## config.mk

```make
export PLATFORM = sky130hd
export DESIGN_NAME = hop_cnt_rr_arbiter
export DESIGN_NICKNAME = d
export VERILOG_FILES = /design/src/rtl/hop_cnt_rr_arbiter.sv
export SDC_FILE = /design/constraint.sdc
export NUM_CORES = 1
export LEC_CHECK = 0
export CAP_MARGIN = 20
export CORE_MARGIN = 3
export CORE_UTILIZATION = 56
export DETAILED_ROUTE_END_ITERATION = 6
export GPL_TIMING_DRIVEN = 0
export PLACE_DENSITY = 0.81
export REMOVE_ABC_BUFFERS = 1
export SYNTH_ARGS = -nofsm -noshare
export SYNTH_HDL_FRONTEND = slang
export SYNTH_SLANG_ARGS = --single-unit
```

## constraint.sdc

```tcl
create_clock -name clk_i -period 12.25 [get_ports clk_i]
set_input_delay 3.675 -clock clk_i [delete_from_list [all_inputs] [get_ports clk_i]]
set_output_delay 3.675 -clock clk_i [all_outputs]
set_load 0.01 [all_outputs]
```

## src/rtl/hop_cnt_rr_arbiter.sv

```systemverilog
// -----------------------------------------------------------------------------
// hop_cnt_rr_arbiter
//
// Wormhole output arbiter for a mesh router port. Among the requesting inputs
// the one carrying the largest hop count wins. Ties are broken round-robin,
// starting at rr_ptr. Once granted, the output stays locked to the winner
// until its tail flit is transferred.
//
// Optional feature (compile-time macro HOP_ARB_AGING_EN):
//   Each input gets a saturating AGE_W-bit age counter. Every requesting input
//   that loses an arbitration ages by one. The winner's counter clears. An
//   input whose counter is saturated is "starving" and beats any hop count.
//   Without the macro no age state exists and AGE_W is unused.
//
// Handshake (valid/ready):
//   grant_vld_o is the valid, out_rdy_i is the ready, and req_i[grant_idx_o]
//   qualifies that the winner still presents a flit. A flit moves in a cycle
//   only when all three are high. The grant is released only when such a
//   transfer carries tail_i[grant_idx_o]=1. A tail without ready, a dropped
//   request, or a higher-hop newcomer never releases or preempts the grant.
//
// Ports:
//   clk_i        in   clock, rising-edge
//   rst_i        in   synchronous active-high reset
//   req_i        in   [IN_N]             per-input flit present
//   hop_cnt_i    in   [IN_N*HOP_CNT_W]   packed hop counts; input k at
//                                        [k*HOP_CNT_W +: HOP_CNT_W]
//   tail_i       in   [IN_N]             per-input tail-flit flag
//   out_rdy_i    in   downstream accepts a flit this cycle
//   grant_o      out  [IN_N]             registered one-hot grant or zero
//   grant_idx_o  out  [$clog2(IN_N)]     registered winner index
//   grant_vld_o  out  registered OR of grant_o
//   tie_o        out  registered; current grant came from a round-robin tie
//   state_dbg_o  out  FSM state (0 = IDLE, 1 = BUSY)
// -----------------------------------------------------------------------------
module hop_cnt_rr_arbiter #(
  parameter int IN_N      = 5,
  parameter int HOP_CNT_W = 3,
  parameter int AGE_W     = 2
) (
  input  logic                      clk_i,
  input  logic                      rst_i,
  input  logic [IN_N-1:0]           req_i,
  input  logic [IN_N*HOP_CNT_W-1:0] hop_cnt_i,
  input  logic [IN_N-1:0]           tail_i,
  input  logic                      out_rdy_i,
  output logic [IN_N-1:0]           grant_o,
  output logic [$clog2(IN_N)-1:0]   grant_idx_o,
  output logic                      grant_vld_o,
  output logic                      tie_o,
  output logic                      state_dbg_o
);

  localparam int IDX_W = $clog2(IN_N);
  localparam logic [IN_N-1:0] ONE_HOT0 = {{(IN_N-1){1'b0}}, 1'b1};

  typedef enum logic {
    IDLE = 1'b0,
    BUSY = 1'b1
  } state_e;

  state_e            state_q, state_d;
  logic [IN_N-1:0]   grant_q, grant_d;
  logic [IDX_W-1:0]  grant_idx_q, grant_idx_d;
  logic              grant_vld_q, grant_vld_d;
  logic              tie_q, tie_d;
  logic [IDX_W-1:0]  rr_ptr_q, rr_ptr_d;

  // ---------------------------------------------------------------------------
  // Winner selection (only consumed while IDLE)
  // ---------------------------------------------------------------------------
  logic [HOP_CNT_W-1:0] max_hop;
  logic [IN_N-1:0]      hop_cand;   // requesters at the maximum hop count
  logic [IN_N-1:0]      cand;       // final candidate set (after aging)
  logic                 multi_cand; // more than one candidate -> tie
  logic [IDX_W-1:0]     win_idx;
  logic                 win_found;
  logic [IN_N-1:0]      win_oh;

  // Maximum hop count over requesting inputs; non-requesters are ignored.
  // A lone requester with hop 0 still matches max_hop = 0.
  always_comb begin
    max_hop = '0;
    for (int k = 0; k < IN_N; k++) begin
      if (req_i[k] && (hop_cnt_i[k*HOP_CNT_W +: HOP_CNT_W] > max_hop)) begin
        max_hop = hop_cnt_i[k*HOP_CNT_W +: HOP_CNT_W];
      end
    end
  end

  always_comb begin
    hop_cand = '0;
    for (int k = 0; k < IN_N; k++) begin
      hop_cand[k] = req_i[k] && (hop_cnt_i[k*HOP_CNT_W +: HOP_CNT_W] == max_hop);
    end
  end

`ifdef HOP_ARB_AGING_EN
  // ---------------------------------------------------------------------------
  // Starvation avoidance: saturated age counters override hop priority.
  // ---------------------------------------------------------------------------
  logic [AGE_W-1:0] age_q [IN_N];
  logic [AGE_W-1:0] age_d [IN_N];
  logic [IN_N-1:0]  starve;

  always_comb begin
    for (int k = 0; k < IN_N; k++) begin
      starve[k] = req_i[k] && (&age_q[k]);
    end
  end

  assign cand = (|starve) ? starve : hop_cand;

  // Ages move only on an actual IDLE arbitration.
  always_comb begin
    for (int k = 0; k < IN_N; k++) begin
      age_d[k] = age_q[k];
    end
    if ((state_q == IDLE) && (|req_i)) begin
      for (int k = 0; k < IN_N; k++) begin
        if (win_oh[k]) begin
          age_d[k] = '0;
        end else if (req_i[k] && !(&age_q[k])) begin
          age_d[k] = age_q[k] + {{(AGE_W-1){1'b0}}, 1'b1};
        end
      end
    end
  end

  always_ff @(posedge clk_i) begin
    for (int k = 0; k < IN_N; k++) begin
      if (rst_i) begin
        age_q[k] <= '0;
      end else begin
        age_q[k] <= age_d[k];
      end
    end
  end
`else
  assign cand = hop_cand;
`endif

  // Tie detection: set once a second candidate is seen.
  always_comb begin
    logic seen;
    seen       = 1'b0;
    multi_cand = 1'b0;
    for (int k = 0; k < IN_N; k++) begin
      if (cand[k]) begin
        if (seen) begin
          multi_cand = 1'b1;
        end
        seen = 1'b1;
      end
    end
  end

  // Circular scan starting at rr_ptr. The first candidate found wins.
  always_comb begin
    int j;
    j         = 0;
    win_found = 1'b0;
    win_idx   = '0;
    for (int i = 0; i < IN_N; i++) begin
      j = int'(rr_ptr_q) + i;
      if (j >= IN_N) begin
        j = j - IN_N;
      end
      if (!win_found && cand[IDX_W'(j)]) begin
        win_found = 1'b1;
        win_idx   = IDX_W'(j);
      end
    end
  end

  assign win_oh = ONE_HOT0 << win_idx;

  // ---------------------------------------------------------------------------
  // Next-state / next-output logic
  // ---------------------------------------------------------------------------
  logic xfer_tail;

  // Tail transfer of the current owner: valid & ready & flit present & tail.
  assign xfer_tail = grant_vld_q && out_rdy_i &&
                     req_i[grant_idx_q] && tail_i[grant_idx_q];

  always_comb begin
    state_d     = state_q;
    grant_d     = grant_q;
    grant_idx_d = grant_idx_q;
    grant_vld_d = grant_vld_q;
    tie_d       = tie_q;
    rr_ptr_d    = rr_ptr_q;

    case (state_q)
      IDLE: begin
        if (|req_i) begin
          state_d     = BUSY;
          grant_d     = win_oh;
          grant_idx_d = win_idx;
          grant_vld_d = 1'b1;
          tie_d       = multi_cand;
        end
      end

      BUSY: begin
        // Grant is locked. Only the owner's tail transfer ends the packet.
        // grant_idx is held after release. Only grant_vld_o qualifies it.
        if (xfer_tail) begin
          state_d     = IDLE;
          grant_d     = '0;
          grant_vld_d = 1'b0;
          tie_d       = 1'b0;
          rr_ptr_d    = (grant_idx_q == IDX_W'(IN_N-1)) ?
                        '0 : grant_idx_q + {{(IDX_W-1){1'b0}}, 1'b1};
        end
      end

      default: begin
        state_d     = IDLE;
        grant_d     = '0;
        grant_vld_d = 1'b0;
        tie_d       = 1'b0;
      end
    endcase
  end

  always_ff @(posedge clk_i) begin
    if (rst_i) begin
      state_q     <= IDLE;
      grant_q     <= '0;
      grant_idx_q <= '0;
      grant_vld_q <= 1'b0;
      tie_q       <= 1'b0;
      rr_ptr_q    <= '0;
    end else begin
      state_q     <= state_d;
      grant_q     <= grant_d;
      grant_idx_q <= grant_idx_d;
      grant_vld_q <= grant_vld_d;
      tie_q       <= tie_d;
      rr_ptr_q    <= rr_ptr_d;
    end
  end

  assign grant_o     = grant_q;
  assign grant_idx_o = grant_idx_q;
  assign grant_vld_o = grant_vld_q;
  assign tie_o       = tie_q;
  assign state_dbg_o = (state_q == BUSY);

endmodule

```

==> out/qor.yml <==
synth:
  yosysWarningCount: 0
  synth_edf_count: 0
  synth_cell_area_um2: 3030
  asyncSetResetFlopFracSynth_pct: 0
  synth_top_flop_cell: "dfxtp_1"
  synth.ff_latch_count: 14
  synth_cell_type_count: 84
  avgSynthCellArea_um2: 7.26
  syn_inst: 417
  ys_seq_area_share_pct: 9.25
critical_path:
  worstPathArrival_ps: 12040
  worstSetupPathType: "in -> reg"
  critical-path-max-stage-delay_ps: 600
  worstPathRequired_ps: 12390
  startpoint_type: "input port"
  crit_path_frequent_cell: "ha_1"
  cp-end-kind: "flop"
  critical_path.slowest_cell: "clkdlybuf4s50_1"
  cp_max_fanout: 8
routing:
  first_iter_violations: 280
  detail-route-antenna-nets: 0
  drt_drc_violations_left: 0
  detailedRoute.firstPassIterationCount: 5
  total_via_count_in_the_routed_design: 3606
  finalWirelength_um: 9530
  post_drt_wl_per_cell_um: 18.4
  via_per_inst: 6.96
layout:
  drive_above_1_share_pct: 13.2
  n_antenna_cell: 0
  finish.net_count: 498
  design_area_um2: 3640
  post-route-util_pct: 70.4
  area_delta_synth_final_pct: 20.2
  finish.cell_count_without_fillers: 518
cts:
  clock_path_buffers: 2
  cts_sinks: 14
  post_cts_hold_buffer_count: 0
  tritoncts_clock_tree: "done"
  cts-htree-levels: 1
  cts-buffers-inserted: 3
  insertion_delay_ps: 250
  clock_tree.root_cell: "clkbuf_8"
  cts.reportedPaths.clkPinSlew_ps: 60
grt:
  via_count_of_the_first_global_routing_pass: 3179
  initial_antenna_violation_count: 0
  grt_max_degree: 21
  grt_overflow_total: 0
  grtUsageTotal_pct: 28.8
  grt_first_pass_wirelength_um: 15000
run_status:
  outcome: "complete, no violations"
worst_hold_path:
  min_path_type: "reg -> reg"
placed_design:
  dpl.cell_count: 510
  port_buffers: 38
  place_congestion: 1.01
  post_dp_cell_area_um2: 3440
  place_ws_ps: -661
  dp_hpwl_um: 7290
sta:
  timing.final.setup_violations: 0
  hold_violations: 0
  setup_repair_after_global_routing_missed_its_margin: "yes"
  timing.slew.headroom_pct: 42.3
  slew_violations: 0
  fin_hold_ws_ps: 462
  post-route-worst-setup-slack_ps: 353
  skew_ps: 0.716
  timing_worst_slew_pin_value_ps: 859
  timing.final.crit_period_ps: 11900
  fmaxAchievable_ghz: 0.0841
  fin_crit_sh_pct: 97.1
floorplan:
  rows: 26
  fp.dieArea_um2: 6330
  die-height_um: 79.5
  core_area_um2: 5170
  die_width_um: 79.5
  number_of_primary_i_o_pins: 39
  start_util_pct: 58.6
power_and_ir_drop:
  vdd.ir_drop.worst_mv: 0.0541
  power.static_leakage_nw: 1.33
  power.density_nw_per_um2: 88.8
run:
  max_cap_violations: 0
[per-layer routing]
metal	vias to the layer above	part of all wire [%]	GRT usage, %
li1	1695	-	-
met1	1704	44	40.0
met2	184	46	46.1
met3	23	8.9	4.40
met4	0	1.5	7.39
met5	-	0	0
[where the power goes]
group / total, mW / leakage [nW] / internal [mW] / switching, mW
Combinational: 0.222 / 1.18 / 0.0899 / 0.133
Sequential: 0.0551 / 0.114 / 0.0501 / 0.00499
Clock: 0.0459 / 0.0288 / 0.0285 / 0.0174
Total: 0.323 / 1.33 / 0.169 / 0.155
[sequential cells by signal (all words and copies together), names as in the netlist]
name	count
grant_vld_o	1
grant_idx_o	3
tie_o	1
state_dbg_o	1
grant_o	5
rr_ptr_q	3
[stage by stage]
step                      total power [mW]  TNS (ps)
final                                0.323         0
after global routing                 0.341      -125
after CTS                            0.302         0
after detailed placement             0.255     -4170
after global placement               0.250     -3160
after floorplan                      0.197         0
[Yosys cell counts (9+ instances only)]
master	count	area share (%)
o21ai_0	14	2.3
inv_1	27	3.3
ha_1	20	8.3
a211oi_1	9	2.2
dfxtp_1	14	9.3
o211ai_1	15	3.7
o31ai_1	14	3.5
and3_1	9	1.9
nand3_1	17	2.8
nand2_1	29	3.6
nor2_1	31	3.8
clkbuf_1	14	1.7
a21oi_1	32	5.3
nor3_1	24	4.0
[cell type report]
class / instances / area, um2
Multi-Input combinational cell: 359 / 2700
Sequential cell: 14 / 280
Timing Repair Buffer: 42 / 410
Fill cell: 447 / 1530
Tap cell: 70 / 87.6
Clock buffer: 4 / 55.1
Inverter: 29 / 109
[cell families after synthesis]
kind of cell | count (synthesis) | synth area share (%)
adders and majority gates | 22 | 9.25
AOI/OAI and AO/OA | 154 | 39.4
buffers and inverters | 44 | 5.45
DFF | 14 | 9.25
xor gates and xnor gates | 12 | 3.47
muxes | 9 | 3.14
and+or+nand+nor | 162 | 30.0
[critical path, delay by kind of cell]
kind / cells / cell delay (ps)
fa+ha+maj: 4 / 1230
mux: 2 / 560
simple gates: 11 / 2770
buf+inv: 3 / 880
compound gates: 10 / 2900
[cells in the final DEF (no fill, tap or decap), types with 4 or more instances in the layout]
| master | instances |
|---|---|
| and3_1 | 9 |
| clkdlybuf4s50_1 | 38 |
| and2_1 | 6 |
| o211ai_1 | 15 |
| ha_1 | 20 |
| or3_1 | 7 |
| o21ai_0 | 13 |
| nand3b_1 | 4 |
| mux2i_1 | 5 |
| nor3_1 | 22 |
| nor2_1 | 31 |
| a211oi_1 | 7 |
| nand2_1 | 29 |
| a211oi_2 | 4 |
| clkbuf_8 | 4 |
| mux2_2 | 4 |
| nand3_1 | 17 |
| dfxtp_1 | 14 |
| nand4_1 | 4 |
| a21oi_1 | 31 |
| nor4_1 | 4 |
| o31ai_1 | 14 |
| a221oi_1 | 4 |
| nor2b_1 | 5 |
| xnor2_1 | 7 |
| buf_4 | 4 |
| inv_1 | 27 |
| xor2_1 | 5 |
[path summary, 6_finish.rpt]
| check | startpoint | endpoint | slack (ps) | cells past startpoint |
|---|---|---|---|---|
| setup / recovery | req_i[0] | grant_o[2]$_SDFFE_PP0P_ | 350 | 30 |
| hold / removal | tie_o$_SDFFE_PP0P_ | tie_o$_SDFFE_PP0P_ | 460 | 2 |
| setup reg to reg | rr_ptr_q[0]$_SDFFE_PP0P_ | grant_o[2]$_SDFFE_PP0P_ | 7570 | 14 |
| hold reg to reg | tie_o$_SDFFE_PP0P_ | tie_o$_SDFFE_PP0P_ | 460 | 2 |
[timing repair]
item	in CTS	in global routing
resized for setup	4	15
setup endpoints to repair	8	8
pin swaps	0	3
buffers inserted	0	4
Note: power is estimated with default switching activity, not from simulation.
